===== src/rtl/lsu_pkg.sv =====
// Shared definitions for the load/store unit: ALU op codes, FSM state
// encodings, byte-enable base masks and op classification helpers.
package lsu_pkg;

    localparam logic ENABLE  = 1'b1;
    localparam logic DISABLE = 1'b0;

    // ALU op codes shared with the execute stage
    localparam logic [5:0] ALU_ADD  = 6'd0;
    localparam logic [5:0] ALU_SUB  = 6'd1;
    localparam logic [5:0] ALU_AND  = 6'd2;
    localparam logic [5:0] ALU_OR   = 6'd3;
    localparam logic [5:0] ALU_XOR  = 6'd4;
    localparam logic [5:0] ALU_SLL  = 6'd5;
    localparam logic [5:0] ALU_SRL  = 6'd6;
    localparam logic [5:0] ALU_SRA  = 6'd7;
    localparam logic [5:0] ALU_SLT  = 6'd8;
    localparam logic [5:0] ALU_SLTU = 6'd9;
    localparam logic [5:0] ALU_LUI  = 6'd10;
    localparam logic [5:0] ALU_LB   = 6'd16;
    localparam logic [5:0] ALU_LH   = 6'd17;
    localparam logic [5:0] ALU_LW   = 6'd18;
    localparam logic [5:0] ALU_LBU  = 6'd19;
    localparam logic [5:0] ALU_LHU  = 6'd20;
    localparam logic [5:0] ALU_SB   = 6'd21;
    localparam logic [5:0] ALU_SH   = 6'd22;
    localparam logic [5:0] ALU_SW   = 6'd23;

    typedef enum logic [1:0] {
        LSU_IDLE   = 2'd0,
        LSU_REQ    = 2'd1,
        LSU_WAIT_R = 2'd2,
        LSU_WB     = 2'd3
    } lsu_state_e;

    typedef enum logic [1:0] {
        SZ_NONE = 2'd0,
        SZ_BYTE = 2'd1,
        SZ_HALF = 2'd2,
        SZ_WORD = 2'd3
    } acc_size_e;

    localparam logic [3:0] BE_BYTE = 4'b0001;
    localparam logic [3:0] BE_HALF = 4'b0011;
    localparam logic [3:0] BE_WORD = 4'b1111;

    function automatic logic is_load(input logic [5:0] code);
        case (code)
            ALU_LB, ALU_LH, ALU_LW, ALU_LBU, ALU_LHU: return 1'b1;
            default:                                  return 1'b0;
        endcase
    endfunction

    function automatic logic is_store(input logic [5:0] code);
        case (code)
            ALU_SB, ALU_SH, ALU_SW: return 1'b1;
            default:                return 1'b0;
        endcase
    endfunction

    function automatic acc_size_e acc_size(input logic [5:0] code);
        case (code)
            ALU_LB, ALU_LBU, ALU_SB: return SZ_BYTE;
            ALU_LH, ALU_LHU, ALU_SH: return SZ_HALF;
            ALU_LW, ALU_SW:          return SZ_WORD;
            default:                 return SZ_NONE;
        endcase
    endfunction

    function automatic logic is_misaligned(input acc_size_e sz, input logic [1:0] lane);
        case (sz)
            SZ_HALF: return lane[0];
            SZ_WORD: return (lane != 2'b00);
            default: return 1'b0;
        endcase
    endfunction

    function automatic logic [3:0] lane_be(input acc_size_e sz, input logic [1:0] lane);
        case (sz)
            SZ_BYTE: return BE_BYTE << lane;
            SZ_HALF: return lane[1] ? (BE_HALF << 2'd2) : BE_HALF;
            SZ_WORD: return BE_WORD;
            default: return 4'b0000;
        endcase
    endfunction

endpackage


===== src/rtl/lsu_load_ext.sv =====
// Selects the addressed byte/halfword lane of a returned load word and
// sign- or zero-extends it to the datapath width.
module lsu_load_ext
    import lsu_pkg::*;
#(
    parameter int XLEN = 32
) (
    input  logic [5:0]      alucode,
    input  logic [1:0]      lane,
    input  logic [XLEN-1:0] rdata,
    output logic [XLEN-1:0] ext_data
);

    logic [7:0]  byte_s;
    logic [15:0] half_s;

    assign byte_s = rdata[{lane, 3'b000} +: 8];
    assign half_s = rdata[{lane[1], 4'b0000} +: 16];

    // Extend the selected lane according to the load flavour
    always_comb begin
        ext_data = rdata;
        case (alucode)
            ALU_LB:  ext_data = {{(XLEN-8){byte_s[7]}}, byte_s};
            ALU_LBU: ext_data = {{(XLEN-8){1'b0}}, byte_s};
            ALU_LH:  ext_data = {{(XLEN-16){half_s[15]}}, half_s};
            ALU_LHU: ext_data = {{(XLEN-16){1'b0}}, half_s};
            ALU_LW:  ext_data = rdata;
            default: ext_data = rdata;
        endcase
    end

endmodule


===== src/rtl/lsu.sv =====
// Load/store unit: sits behind the ALU, issues aligned memory requests with
// a req/gnt/rvalid handshake and produces one registered writeback beat per op.
module lsu
    import lsu_pkg::*;
#(
    parameter int ADDR_W = 32,
    parameter int XLEN   = 32
) (
    input  logic              clk,
    input  logic              rst_n,
    input  logic              ex_valid,
    output logic              ex_ready,
    input  logic [5:0]        ex_alucode,
    input  logic [XLEN-1:0]   ex_result,
    input  logic [XLEN-1:0]   ex_store_data,
    input  logic [4:0]        ex_rd,
    output logic              mem_req,
    input  logic              mem_gnt,
    output logic              mem_we,
    output logic [ADDR_W-1:0] mem_addr,
    output logic [3:0]        mem_be,
    output logic [XLEN-1:0]   mem_wdata,
    input  logic              mem_rvalid,
    input  logic [XLEN-1:0]   mem_rdata,
    output logic              wb_valid,
    output logic              wb_we,
    output logic [4:0]        wb_rd,
    output logic [XLEN-1:0]   wb_data,
    output logic              misalign_err
);

    lsu_state_e state_r, state_s;

    // registered outputs and latched op context
    logic              mem_req_r, mem_we_r;
    logic [ADDR_W-1:0] mem_addr_r;
    logic [3:0]        mem_be_r;
    logic [XLEN-1:0]   mem_wdata_r;
    logic              wb_valid_r, wb_we_r, misalign_r;
    logic [4:0]        wb_rd_r, rd_r;
    logic [XLEN-1:0]   wb_data_r;
    logic [5:0]        op_r;
    logic [1:0]        lane_r;

    // next-cycle values
    logic              mem_req_nx_s, mem_we_nx_s;
    logic [ADDR_W-1:0] mem_addr_nx_s;
    logic [3:0]        mem_be_nx_s;
    logic [XLEN-1:0]   mem_wdata_nx_s;
    logic              wb_valid_nx_s, wb_we_nx_s, misalign_nx_s;
    logic [4:0]        wb_rd_nx_s, rd_nx_s;
    logic [XLEN-1:0]   wb_data_nx_s;
    logic [5:0]        op_nx_s;
    logic [1:0]        lane_nx_s;

    // decode of the op being offered
    logic              accept_s;
    logic              ex_is_mem_s, ex_is_store_s, ex_mis_s;
    acc_size_e         ex_size_s;
    logic [1:0]        ex_lane_s;
    logic [XLEN-1:0]   ex_wdata_s;
    logic [XLEN-1:0]   ext_s;

    assign ex_ready      = (state_r == LSU_IDLE) || (state_r == LSU_WB);
    assign accept_s      = ex_valid && ex_ready;
    assign ex_lane_s     = ex_result[1:0];
    assign ex_is_store_s = is_store(ex_alucode);
    assign ex_is_mem_s   = is_load(ex_alucode) || ex_is_store_s;
    assign ex_size_s     = acc_size(ex_alucode);
    assign ex_mis_s      = is_misaligned(ex_size_s, ex_lane_s);

    // Replicate store data across every lane it could land in
    always_comb begin
        ex_wdata_s = ex_store_data;
        case (ex_size_s)
            SZ_BYTE: ex_wdata_s = {(XLEN/8){ex_store_data[7:0]}};
            SZ_HALF: ex_wdata_s = {(XLEN/16){ex_store_data[15:0]}};
            default: ex_wdata_s = ex_store_data;
        endcase
    end

    lsu_load_ext #(.XLEN(XLEN)) u_load_ext (
        .alucode  (op_r),
        .lane     (lane_r),
        .rdata    (mem_rdata),
        .ext_data (ext_s)
    );

    // Next-state and next-output logic; writeback strobes default low
    always_comb begin
        state_s        = state_r;
        mem_req_nx_s   = mem_req_r;
        mem_we_nx_s    = mem_we_r;
        mem_addr_nx_s  = mem_addr_r;
        mem_be_nx_s    = mem_be_r;
        mem_wdata_nx_s = mem_wdata_r;
        op_nx_s        = op_r;
        lane_nx_s      = lane_r;
        rd_nx_s        = rd_r;
        wb_valid_nx_s  = DISABLE;
        wb_we_nx_s     = DISABLE;
        misalign_nx_s  = DISABLE;
        wb_rd_nx_s     = wb_rd_r;
        wb_data_nx_s   = wb_data_r;
        case (state_r)
            LSU_IDLE, LSU_WB: begin
                if (accept_s) begin
                    if (!ex_is_mem_s) begin
                        state_s       = LSU_WB;
                        wb_valid_nx_s = ENABLE;
                        wb_we_nx_s    = (ex_rd != 5'd0);
                        wb_rd_nx_s    = ex_rd;
                        wb_data_nx_s  = ex_result;
                    end else if (ex_mis_s) begin
                        // misaligned accesses never reach memory
                        state_s       = LSU_WB;
                        wb_valid_nx_s = ENABLE;
                        misalign_nx_s = ENABLE;
                        wb_rd_nx_s    = ex_rd;
                        wb_data_nx_s  = {XLEN{1'b0}};
                    end else begin
                        state_s        = LSU_REQ;
                        mem_req_nx_s   = ENABLE;
                        mem_we_nx_s    = ex_is_store_s;
                        mem_addr_nx_s  = {ex_result[ADDR_W-1:2], 2'b00};
                        mem_be_nx_s    = lane_be(ex_size_s, ex_lane_s);
                        mem_wdata_nx_s = ex_wdata_s;
                        op_nx_s        = ex_alucode;
                        lane_nx_s      = ex_lane_s;
                        rd_nx_s        = ex_rd;
                    end
                end else begin
                    state_s = LSU_IDLE;
                end
            end
            LSU_REQ: begin
                if (mem_gnt) begin
                    mem_req_nx_s = DISABLE;
                    if (mem_we_r) begin
                        state_s       = LSU_WB;
                        wb_valid_nx_s = ENABLE;
                        wb_rd_nx_s    = rd_r;
                    end else begin
                        state_s = LSU_WAIT_R;
                    end
                end else begin
                    state_s = LSU_REQ;
                end
            end
            LSU_WAIT_R: begin
                if (mem_rvalid) begin
                    state_s       = LSU_WB;
                    wb_valid_nx_s = ENABLE;
                    wb_we_nx_s    = (rd_r != 5'd0);
                    wb_rd_nx_s    = rd_r;
                    wb_data_nx_s  = ext_s;
                end else begin
                    state_s = LSU_WAIT_R;
                end
            end
            default: state_s = LSU_IDLE;
        endcase
    end

    // FSM state register
    always_ff @(posedge clk or negedge rst_n) begin
        if (!rst_n) begin
            state_r <= LSU_IDLE;
        end else begin
            state_r <= state_s;
        end
    end

    // Output and op-context registers
    always_ff @(posedge clk or negedge rst_n) begin
        if (!rst_n) begin
            mem_req_r   <= 1'b0;
            mem_we_r    <= 1'b0;
            mem_addr_r  <= {ADDR_W{1'b0}};
            mem_be_r    <= 4'b0000;
            mem_wdata_r <= {XLEN{1'b0}};
            op_r        <= 6'd0;
            lane_r      <= 2'd0;
            rd_r        <= 5'd0;
            wb_valid_r  <= 1'b0;
            wb_we_r     <= 1'b0;
            misalign_r  <= 1'b0;
            wb_rd_r     <= 5'd0;
            wb_data_r   <= {XLEN{1'b0}};
        end else begin
            mem_req_r   <= mem_req_nx_s;
            mem_we_r    <= mem_we_nx_s;
            mem_addr_r  <= mem_addr_nx_s;
            mem_be_r    <= mem_be_nx_s;
            mem_wdata_r <= mem_wdata_nx_s;
            op_r        <= op_nx_s;
            lane_r      <= lane_nx_s;
            rd_r        <= rd_nx_s;
            wb_valid_r  <= wb_valid_nx_s;
            wb_we_r     <= wb_we_nx_s;
            misalign_r  <= misalign_nx_s;
            wb_rd_r     <= wb_rd_nx_s;
            wb_data_r   <= wb_data_nx_s;
        end
    end

    assign mem_req      = mem_req_r;
    assign mem_we       = mem_we_r;
    assign mem_addr     = mem_addr_r;
    assign mem_be       = mem_be_r;
    assign mem_wdata    = mem_wdata_r;
    assign wb_valid     = wb_valid_r;
    assign wb_we        = wb_we_r;
    assign wb_rd        = wb_rd_r;
    assign wb_data      = wb_data_r;
    assign misalign_err = misalign_r;

endmodule


===== config.mk =====
export PLATFORM = sky130hd
export DESIGN_NAME = lsu
export DESIGN_NICKNAME = d
export VERILOG_FILES = /design/src/rtl/lsu_pkg.sv /design/src/rtl/lsu_load_ext.sv /design/src/rtl/lsu.sv
export SDC_FILE = /design/constraint.sdc
export NUM_CORES = 1
export LEC_CHECK = 0
export CORE_MARGIN = 5
export CORE_UTILIZATION = 46
export DETAILED_ROUTE_END_ITERATION = 10
export PLACE_DENSITY = 0.81
export SYNTH_ARGS = -nofsm -noshare
export SYNTH_HDL_FRONTEND = slang
export SYNTH_HIERARCHICAL = 1
export SYNTH_SLANG_ARGS = --single-unit
export TNS_END_PERCENT = 30

===== constraint.sdc =====
create_clock -name clk -period 3.1 [get_ports clk]
set_input_delay 0.62 -clock clk [delete_from_list [all_inputs] [get_ports clk]]
set_output_delay 0.62 -clock clk [all_outputs]
set_load 0.005 [all_outputs]

=== Yosys cells after proc, flatten, opt, wreduce, memory -nomap -nowiden ===
Memories as Yosys holds them, arrays and structs flattened.
Index checks and enable logic that the tools add are counted.

* Register bits: 123
* Latch bits: 0
* Memory bits (writable): 0
* Bits in read-only memories: 64
* Bits of input ports: 112
* Output and inout bits: 111
* Word-level logic and storage cells: 106
* Memories kept: 1

* $add $sub $neg: 0
* Multipliers: 0
* Div/mod/pow operators: 0
* Magnitude comparators: 0
* Eq/ne operators: 25
* Shift-type cells: 3
* Multiplexer cells: 46
* Bitwise logic cells: 1
* Reduce and logical (&&, ||, !) cells: 16

{| class="wikitable"
|+ Memories
! memory !! words !! width !! read ports !! clocked after Yosys merged registers in !! write ports !! RTL line !! source
|-
| (no name shown) || 32 || 2 || 1 || 0 || 0 || lsu_pkg.sv:62 || <nowiki>case (code)</nowiki>
|}

{| class="wikitable"
|+ Operators by type and width
! kind !! number
|-
| 2-to-1 mux 32 bit || 4
|-
| case mux 32 bit (2 select lines) || 2
|-
| case mux 32 bit (4 select lines) || 1
|-
| == test 6 x 5 -> 1 bit (second input constant) || 12
|-
| variable part select 32 x 6 -> 16 bit || 1
|-
| variable part select 32 x 6 -> 8 bit || 1
|-
| 2-to-1 mux 5 bit || 6
|-
| 2-to-1 mux 1 bit || 20
|-
| case mux 5 bit (3 select lines) || 1
|-
| inequality test 2 bit (second input constant) || 6
|-
| case mux 4 bit (3 select lines) || 1
|-
| 2-to-1 mux 2 bit || 5
|-
| AND reduction 5 bit || 2
|-
| nonzero test 5 bit || 2
|-
| == test 2 bit (second input constant) || 4
|-
| AND reduction 4 bit || 2
|-
| case mux 1 bit (2 select lines) || 3
|-
| case mux 2 bit (3 select lines) || 1
|-
| nonzero test 2 bit || 3
|-
| OR reduction 5 bit || 1
|-
| == test 2 x 1 -> 1 bit (second input constant) || 2
|-
| 2-to-1 mux 4 bit || 1
|-
| << shifter 1 x 2 -> 4 bit (first input constant) || 1
|-
| inequality test 3 bit (second input constant) || 1
|-
| 7 further kinds || 8
|}

=== Depth between registers and ports, before layout ===
An unclocked memory read counts as a cell.

* Depth after elaboration: 8
* Depth in mapped cells: 12

=== Cells and area by module ===
The synthesis kept the hierarchy.

{| class="wikitable"
|+ Modules (own cells, without submodules)
! module !! times used !! cells an instance !! area an instance (µm²) !! sequential area each (µm²)
|-
| lsu || 1 || 433 || 5758.0 || 3078.0
|-
| lsu_load_ext || 1 || 76 || 728.2 || 0.0
|}

=== Worst setup path before layout ===
Ideal clock, no wire load.

* Kind: input -> register
* Start: input port ex_alucode[0]
* End: register mem_addr_r[10] (netlist: mem_addr[10])
* Setup time: 0.125 ns
* Arrival: 2.807 ns
* Data required time: 2.975 ns
* Setup slack: 0.168 ns
* Cell stages on the path: 11
* Path buffers: 2
* Cells stage by stage: inv_1 ha_1 o211ai_1 inv_1 ha_1 o21ai_1 nand2_1 or3_1 buf_4 buf_6 mux2_4

* Longest elaborated chain between the ends: 6

{| class="wikitable"
|+ RTL lines
! item !! RTL line !! source
|-
| from (decl) || lsu.sv:13 || <nowiki>input logic [5:0] ex_alucode,</nowiki>
|-
| memory (32 x 2 bit) || -- ||
|-
| 2-to-1 mux 2 bit || lsu_pkg.sv:62 ||
|-
| == test 2 bit || lsu_pkg.sv:71 || <nowiki>case (sz)</nowiki>
|-
| case mux 1 bit (2 select lines) || lsu_pkg.sv:71 ||
|-
| inverter 1 bit (no line) || -- ||
|-
| AND reduction 4 bit (no line) * || -- ||
|-
| to (signal assigned) || lsu.sv:179 || <nowiki>mem_addr_r <= {ADDR_W{1'b0}};</nowiki>
|-
| to (signal assigned) || lsu.sv:193 || <nowiki>mem_addr_r <= mem_addr_nx_s;</nowiki>
|-
| to (decl) || lsu.sv:36 || <nowiki>logic [ADDR_W-1:0] mem_addr_r;</nowiki>
|}

Every way passes the cells marked *; elsewhere a longest branch is shown, timed or not.
A chain may end at the register's enable or synchronous reset.

=== Worst setup path in the final report ===
* Start: input port ex_alucode[1]
* End: register mem_addr_r[3] (netlist: mem_addr[3])

The elaborated chain is that of the path after synthesis.

==> impl_metrics.ini <==
[run_status]
status = complete, no violations

[yosys]
synth_edf_count = 0
synthSimpleGateAreaFrac = 0.05382
synth_ff_type = dfrtp_1
ys_ff_latch = 123
synth_area_leaders = dfrtp_1 47%, mux2_2 14%, a22o_1 6.5%, mux2_4 4.6%, mux4_2 2.8%
synth_top_family_by_area = multiplexers
ys_seq_area_frac = 0.4745
synth_compound_area_frac = 0.1672
yosysWarningCount = 6
syn_inst = 509
syn_area_um2 = 6486
synthArstFlopShare = 1.000
ys_top_cells_by_count = 123 x dfrtp_1, 78 x mux2_2, 48 x a22o_1, 20 x mux2_4, 18 x nand2_1
synth.distinct_cells = 53
synth-adder-area-share = 0.02315
yosys.area.top_type = dfrtp_1
post-synth-top-count-cell = dfrtp_1
netlist.area_leader.share = 0.4745
synth.avg_cell_area_um2 = 12.74
synth_mux_area_frac = 0.2394
synthXorXnorAreaFrac = 0.002701

[sta]
setup_viol = 0
min_period_ns = 3.005
worst_slew_pin_slew_ns = 1.109
fmax_ghz = 0.3328
timing.final.crit_share = 0.9694
setup_slack_ns = 0.09488
hold_viol = 0
skew_ns = 0.01034
slew_violations = 0
relSlewSlack = 0.2594

[grt]
grt_max_degree = 51
gr-total-overflow = 0
grtUsageTotal = 0.2452
antenna_found_initial = 0
first_global_vias = 5610
grt_pass1_wl_um = 31340

[detailed_routing]
route.met3.wl_um = 2022
ant_nets = 0
drc = 0
routed_wl_um = 20090
first_pass_iters = 5
viasPerCell = 5.768
top_layer = met4
vias = 5393
drt_iter0_markers = 395
drt-met1-wl_um = 8007
avgRoutedWirePerCell_um = 21.49
wl_met2_um = 9602

[floorplan]
rows = 43
core_area_um2 = 13880
die_area_um2 = 16580
die_w_um = 128.7
die_h_um = 128.7
io-pin-count = 223
start_util = 0.4673

[clock_network]
htree_levels = 4
clk_pin_slew_ns = 0.05
clkLatencyLatePin_ns = 0.41
cts_made_buffers = 17
clock_path_buffers = 2
post_cts_buffers = 0
tritoncts = built
cts_root_buffer = clkbuf_16
cts_sinks = 123
cts_hold_buf = 0

[critical_path]
worstSetupPathType = primary input to flop
worstPathRequired_ns = 3.39
path_max_fanout = 23
arrival_ns = 3.29
cp-start-kind = primary input
cp-end-kind = flop

[final_layout]
syn_to_final_growth_pct = 49.46
fill_cells = 948
fin_nets = 866
drive_above_1_share = 0.2464
fin_cells = 935
stdcell_area_um2 = 9694
diodes = 0

[worst_hold_path]
hold_class = primary input to asynchronous set/reset pin

[placement]
placed_area_um2 = 9016
portBuffers = 220
placed_cells = 902
place_ws_ns = -0.5104
place.gp.congestion = 0.8937
hpwl_um = 14760

[power_and_ir_drop]
p_leak_uw = 0.004346
p_per_area_nw_per_um2 = 1026
ir_drop_uv = 456.0

[job]
max_cap_viol_count = 0
==> worst max-delay path, cell delays in order <==
cell             delay (ns)
clkdlybuf4s50_1        0.47
inv_1                  0.07
ha_1                   0.27
o211ai_1               0.23
inv_1                  0.10
ha_1                   0.22
o21ai_2                0.18
nand2_1                0.10
or3_4                  0.42
bufbuf_16              0.32
mux2_2                 0.29
==> per-layer routing <==
layer	global-route usage	vias up
met4	0.08771	0
met5	0	-
met1	0.3088	2677
met3	0.08676	39
li1	-	2401
met2	0.3924	276
==> sequential cells by signal, summed over array words and instances, names as in the netlist <==
signal,cells
lane_r,2
wb_valid,1
wb_we,1
wb_data,32
mem_addr,30
mem_be,4
misalign_err,1
mem_req,1
mem_we,1
rd_r,5
op_r,6
state_r,2
mem_wdata,32
wb_rd,5
==> cells by family after synthesis <==
group,Yosys count
multiplexers,124
AO/OA/AOI/OAI,138
AND/OR/NAND/NOR,59
buffers and inverters,50
other,1
flip-flops,123
adder cells (fa/ha/maj),12
XOR/XNOR,2
==> metrics by stage <==
stage                      TNS (ns)  total power [uW]  utilization  hold WS, ns
after global routing      -0.003510             10490       0.6984       0.3092
final                             0              9949       0.6984       0.2490
after global placement       -32.88              7672       0.6495       0.4414
after detailed placement     -42.76              7842       0.6495       0.4492
after CTS                         0             10000       0.6976       0.2588
after floorplan                   0              5490            -       0.3244
==> layout by cell type, fill, tap and decap left out, types with 5 or more instances in the layout <==
cell type and instances:
a21o_1 17, inv_1 11, mux2_2 78, mux2i_1 7
buf_12 5, dfrtp_1 123, mux4_2 8, ha_1 11
mux2_4 20, o21ai_0 14, a22o_1 48, mux2_1 11
nor2b_1 11, buf_4 26, a22oi_1 9, a21oi_1 13
nor2_1 6, a31oi_1 5, clkbuf_16 17, a221o_1 16
clkdlybuf4s50_1 218, nand2_1 18
==> final cells by class <==
type | instances | area [um2] | share of cell area
sequential | 123 | 3078 | 0.3175
multi-input combinational | 337 | 3197 | 0.3298
inverter | 12 | 45.04 | 0.004646
tap | 180 | 225.2 | 0.02323
clock inverter | 12 | 170.2 | 0.01755
clock buffer | 20 | 456.7 | 0.04711
timing repair buffer | 251 | 2522 | 0.2602
==> where the power goes <==
part | internal [uW] | switching, uW
combinational | 3030 | 1920
clock | 1380 | 715
sequential | 2390 | 522
==> worst paths after layout <==
check / startpoint / end / slack [ns] / cells past startpoint
max: ex_alucode[1] / mem_addr[3] / 0.09 / 11
min: rst_n / wb_valid / 0.25 / 1
max reg2reg: lane_r[1] / wb_data[0] / 0.59 / 6
min reg2reg: op_r[4] / op_r[4] / 0.46 / 1
max in group asynchronous: rst_n / mem_wdata[26] / 2.00 / 2
min in group clk: op_r[4] / op_r[4] / 0.46 / 1
==> repair_timing <==
item	in CTS	in global routing
gates resized for setup	2	5
gates cloned	1	0
setup endpoints to repair	43	75
pin swaps	1	1
(Power assumes the default switching activity.)
==> RTL change 1: new RTL, same flow settings <==
`XLEN` is set to 32 in 2 places; all go to 48.
--- a/src/rtl/lsu_load_ext.sv
+++ b/src/rtl/lsu_load_ext.sv
@@ -3,7 +3,7 @@
 module lsu_load_ext
     import lsu_pkg::*;
 #(
-    parameter int XLEN = 32
+    parameter int XLEN = 48
 ) (
     input  logic [5:0]      alucode,
     input  logic [1:0]      lane,
--- a/src/rtl/lsu.sv
+++ b/src/rtl/lsu.sv
@@ -4,7 +4,7 @@
     import lsu_pkg::*;
 #(
     parameter int ADDR_W = 32,
-    parameter int XLEN   = 32
+    parameter int XLEN   = 48
 ) (
     input  logic              clk,
     input  logic              rst_n,
Ports: changed (5 resized); port bits go from 223 to 303. No check against the original RTL was run, so the function may have changed too.
==> RTL change 1 against the original RTL <==
- sequential power grew 23%
- clock skew shrank 0.0016 ns
- sequential cell count grew 32
- worst setup slack gained 0.20 ns
- cell count grew 30%
- synthesized area grew 27%
- core utilization grew 1.1 points
- non-clock buffer count grew 100
- routed wire length grew 34%
- sequential share of layout area shrank 0.35 points
- total power grew 20%
- global-route usage grew 0.99 points
- final area grew 27%
- largest power group unchanged
==> RTL change 1: results (changes against the original RTL) <==
top cells by area, synth=dfrtp_1, mux2_2, a22o_1, mux2_4, a21o_1 (was dfrtp_1, mux2_2, a22o_1, mux2_4, mux4_2); Placer Congestion=0.8219 (was 0.8937); vias in the first global route=7227 (was 5610); vias=6812 (was 5393); launch point of the worst path=ex_alucode[2] (was ex_alucode[1]); largest net degree at the start of global routing=70 (was 51); final net count=1153 (was 866); Routed WL=26.93 mm (was 20.09 mm); Mapped Cells=661 (was 509); CP Max Fanout=8 (was 23); DR iter-0 viols=362 (was 395); Port Buffers=300 (was 220); Setup Skew=0.008702 ns (was 0.01034 ns); commonest cells in the synthesized netlist=dfrtp_1, mux2_2, nand2_1 (was dfrtp_1, mux2_2, a22o_1); maximum vdd ir drop=0.6794 mV (was 0.4560 mV); layout cell share with drive strength beyond 1=0.2312 (was 0.2464); Largest stage delay, worst path=0.55 ns (was 0.47 ns); run status=finished, final reports clean (unchanged); WP data arrival=3.10 ns (was 3.29 ns); GRT Total Usage=0.2551 (was 0.2452); Slew headroom=0.1893 (was 0.2594); RR Startpoint=op_r[0] (was lane_r[1]); Distinct cells, synth=52 (was 53); Post-Place Worst Slack=-0.4709 ns (was -0.5104 ns); first-pass GRT wire length=40.54 mm (was 31.34 mm); clock-pin slew on the worst setup and hold paths=0.07 ns (was 0.05 ns); Leakage Power=5.574 nW (was 4.346 nW); WL/cell=22.07 um (was 21.49 um)
-- RTL change 1: path summary, 6_finish.rpt --
kind	end	slack, ns	cells past startpoint
worst max-delay path	rd_r[0]	0.30	12
worst min-delay path	mem_addr[12]	0.22	1
worst max register to register	wb_data[6]	0.64	5
worst min register to register	op_r[4]	0.47	1
max in group asynchronous	wb_data[26]	2.12	2
min in group clk	op_r[4]	0.47	1
-- RTL change 1: report_power, final --
part	switching [mW]	internal [mW]
Combinational	2.57	3.81
Clock	0.860	1.13
Sequential	0.591	2.98
Total	4.02	7.92
-- RTL change 1: repair_timing --
item	CTS	global route
gates cloned	1	2
pin swaps	1	3
setup endpoints to repair	41	128
hold buffers	0	0
setup buffers	2	2
gates resized for setup	1	21
-- RTL change 1: layout make-up --
| cell class | count | area (um^2) | area share |
|---|---|---|---|
| Tap cell | 225 | 281.5 | 0.02279 |
| Clock buffer | 18 | 439.2 | 0.03556 |
| Inverter | 29 | 108.9 | 0.008813 |
| Multi-Input combinational cell | 428 | 3935 | 0.3186 |
| Clock inverter | 14 | 121.4 | 0.009826 |
| Sequential cell | 155 | 3879 | 0.3140 |
| Timing Repair Buffer | 351 | 3587 | 0.2904 |
-- RTL change 1: logic make-up after synthesis --
family,synth area share
compound gates,0.1579
mux,0.2372
flops,0.4719
simple gates,0.05907
buf+inv,0.05465
fa+ha+maj,0.01675
xor+xnor,0.002132
other cells,0.0004563
-- RTL change 1: per-layer routing --
metal  wire length (um)  part of all wire  track usage  vias up
met5                  0                 0            0        -
met4                693             0.026      0.08077        0
met3               2318             0.086      0.07388       46
met2              13130              0.49       0.4248      300
met1              10780              0.40       0.3224     3409
li1                   -                 -            -     3057
==> RTL change 2: new RTL, same settings <==
Without the edit above. Take the reset off `op_r` and load it in a clocked block of its own.
--- a/src/rtl/lsu.sv
+++ b/src/rtl/lsu.sv
@@ -179,7 +179,6 @@
             mem_addr_r  <= {ADDR_W{1'b0}};
             mem_be_r    <= 4'b0000;
             mem_wdata_r <= {XLEN{1'b0}};
-            op_r        <= 6'd0;
             lane_r      <= 2'd0;
             rd_r        <= 5'd0;
             wb_valid_r  <= 1'b0;
@@ -193,7 +192,6 @@
             mem_addr_r  <= mem_addr_nx_s;
             mem_be_r    <= mem_be_nx_s;
             mem_wdata_r <= mem_wdata_nx_s;
-            op_r        <= op_nx_s;
             lane_r      <= lane_nx_s;
             rd_r        <= rd_nx_s;
             wb_valid_r  <= wb_valid_nx_s;
@@ -202,6 +200,10 @@
             wb_rd_r     <= wb_rd_nx_s;
             wb_data_r   <= wb_data_nx_s;
         end
+    end
+
+    always_ff @(posedge clk) begin
+        op_r <= op_nx_s;
     end
 
     assign mem_req      = mem_req_r;
Check against the original RTL: same outputs for any inputs over 4 cycles, from zero or initial values and one cycle with rst_n low; that may be too few to reach the edited logic, so the function may still have changed.
==> RTL change 2 against the original RTL <==
- total power down 6.9%
- clock skew up 0.0021 ns
- count of clock-buffer cells in the layout unchanged
- register-to-register slack worse by 0.09 ns
- worst setup slack better by 0.17 ns
- sequential cell count unchanged
- routed wire length up 0.61%
- final area up 2.6%
- synthesized area up 3.2%
- critical path type unchanged
- critical endpoint is now mem_addr[4]
==> RTL change 2: results (changes against the original RTL) <==
largest net degree at the start of global routing=65 (was 51); fraction of registers with async set/reset=0.9512 (was 1.000); top cells by area, synth=dfrtp_1, mux2_4, mux2_2, a22o_1, edfxtp_1 (was dfrtp_1, mux2_2, a22o_1, mux2_4, mux4_2); initial antenna violation count=0 (unchanged); Clock Tree Root=clkbuf_16 (unchanged); worst skew pair latency=0.42 ns; maximum vdd ir drop=0.4388 mV (was 0.4560 mV); CP max stage cell=clkdlybuf4s50_1 (unchanged); Largest stage delay, worst path=0.59 ns (was 0.47 ns); Placer Congestion=0.8609 (was 0.8937); run status=finished, final reports clean (unchanged); Max Root-Sink Buffers=2 (unchanged); Port Buffers=220 (unchanged); Yosys warnings=6 (unchanged); RR Startpoint=lane_r[1] (unchanged); vias per cell=5.736 (was 5.768); WL/cell=21.41 um (was 21.49 um); met1 Use GR=0.2859 (was 0.3088); GRT Total Usage=0.2355 (was 0.2452); Post-Place Worst Slack=-0.5542 ns (was -0.5104 ns); first-pass GRT wire length=31.18 mm (was 31.34 mm); H-tree Lvls=4 (unchanged); hpwl dp=14.84 mm (was 14.76 mm); Max-Cap Viols=0 (unchanged); DR iter-0 viols=375 (was 395); row count=44 (was 43); Inserted Clock Buffers=17 (unchanged); Setup-failing EPs final=0 (unchanged); commonest cells in the synthesized netlist=dfrtp_1, mux2_4, a22o_1 (was dfrtp_1, mux2_2, a22o_1); ANT cells=0 (unchanged); layout cell share with drive strength beyond 1=0.2697 (was 0.2464); period utilisation layout=0.9147 (was 0.9694); R2R cell count=6 (unchanged); worst reg2reg setup slack=0.50 ns (was 0.59 ns); worst reg2reg endpoint=wb_data[14] (was wb_data[0]); WP data arrival=3.13 ns (was 3.29 ns); Leakage Power=4.472 nW (was 4.346 nW); register area share after synthesis=0.4643 (was 0.4745); Logic pwr share=0.465 (was 0.497); met2 Use GR=0.4074 (was 0.3924); Least-Margin Pin Slew=1.181 ns (was 1.109 ns); Filler cells=990 (was 948); drt first pass iters=4 (was 5); CP Max Fanout=12 (was 23); Distinct cells, synth=53 (unchanged); launch point of the worst path=ex_alucode[2] (was ex_alucode[1]); Final Non-Filler Cells=944 (was 935); Mapped Cells=503 (was 509); Setup Skew=0.01247 ns (was 0.01034 ns); met3 usage=0.06463 (was 0.08676); Sw Pwr=2.704 mW (was 3.155 mW); # placed instances=910 (was 902); vias in the first global route=5876 (was 5610); Post-synth EDFFs=6 (was 0); final net count=871 (was 866); Worst Hold Class=in2async (unchanged); Setup crit end=mem_addr[4] (was mem_addr[3])
-- RTL change 2: how the worst min path moves through the flow --
stage,end,slack [ns],depth (start not counted)
floorplan,lane_r[0],0.32,0
global placement,wb_data[19],0.49,1
detailed placement,mem_addr[17],0.50,1
CTS,mem_addr[3],0.32,1
global route,mem_addr[3],0.37,1
finish,mem_addr[3],0.31,1
-- RTL change 2: power groups by stage --
stage                     registers (mW)  logic (mW)  clock network [mW]
after global routing                2.98        4.57                2.18
final                               2.89        4.30                2.07
after CTS                           2.89        4.33                2.11
after global placement              2.86        4.16                   0
after detailed placement            2.90        4.30                   0
after floorplan                     2.82        2.19                   0
-- RTL change 2: area by class of cell --
type	instances	area share
flip-flops and latches	123	0.3124
multi-input cells	330	0.3336
repair buffers	262	0.2626
inverters	13	0.006162
clock inverters	12	0.01723
clock buffers	20	0.04489
well taps	184	0.02314
-- RTL change 2: metrics by stage --
stage | cell area (um^2) | util | TNS [ns]
floorplan | 6698 | - | 0
global placement | 9268 | 0.6425 | -33.40
detailed placement | 9268 | 0.6425 | -56.26
CTS | 9899 | 0.6863 | 0
global route | 9950 | 0.6898 | 0
finish | 9950 | 0.6898 | 0
-- RTL change 2: metal layers --
metal  vias up  part of all wire  routed length (um)
met5         -                 0                   0
met4         0             0.023                 462
met3        44             0.077                1555
met2       264              0.50               10180
met1      2718              0.40                8010
li1       2389                 -                   -
-- RTL change 2: repair_timing --
item | in CTS | in global routing
resized for setup | 3 | 7
endpoints found under the setup margin | 108 | 113
buffers inserted | 1 | 0
pin swaps | 1 | 3
hold buffers | 0 | 0
hold endpoints to repair | 0 | 0
cloned | 0 | 1
-- RTL change 2: critical path: cells and delay by family --
family | cells | cell delay (ns)
buffers and inverters | 4 | 1.12
AND/OR/NAND/NOR | 4 | 0.78
AO/OA/AOI/OAI | 1 | 0.11
adder cells (fa/ha/maj) | 1 | 0.17
multiplexers | 1 | 0.33
-- RTL change 2: cell families (layout without fill, tap and decap cells) --
group | Yosys count | after routing | synth area share
adder cells (fa/ha/maj) | 12 | 12 | 0.02243
buffers and inverters | 51 | 307 | 0.04673
AND/OR/NAND/NOR | 55 | 55 | 0.04747
XOR/XNOR | 2 | 2 | 0.002617
multiplexers | 121 | 121 | 0.2538
flip-flops | 123 | 123 | 0.4643
AO/OA/AOI/OAI | 138 | 138 | 0.1621
other | 1 | 2 | 0.0005602
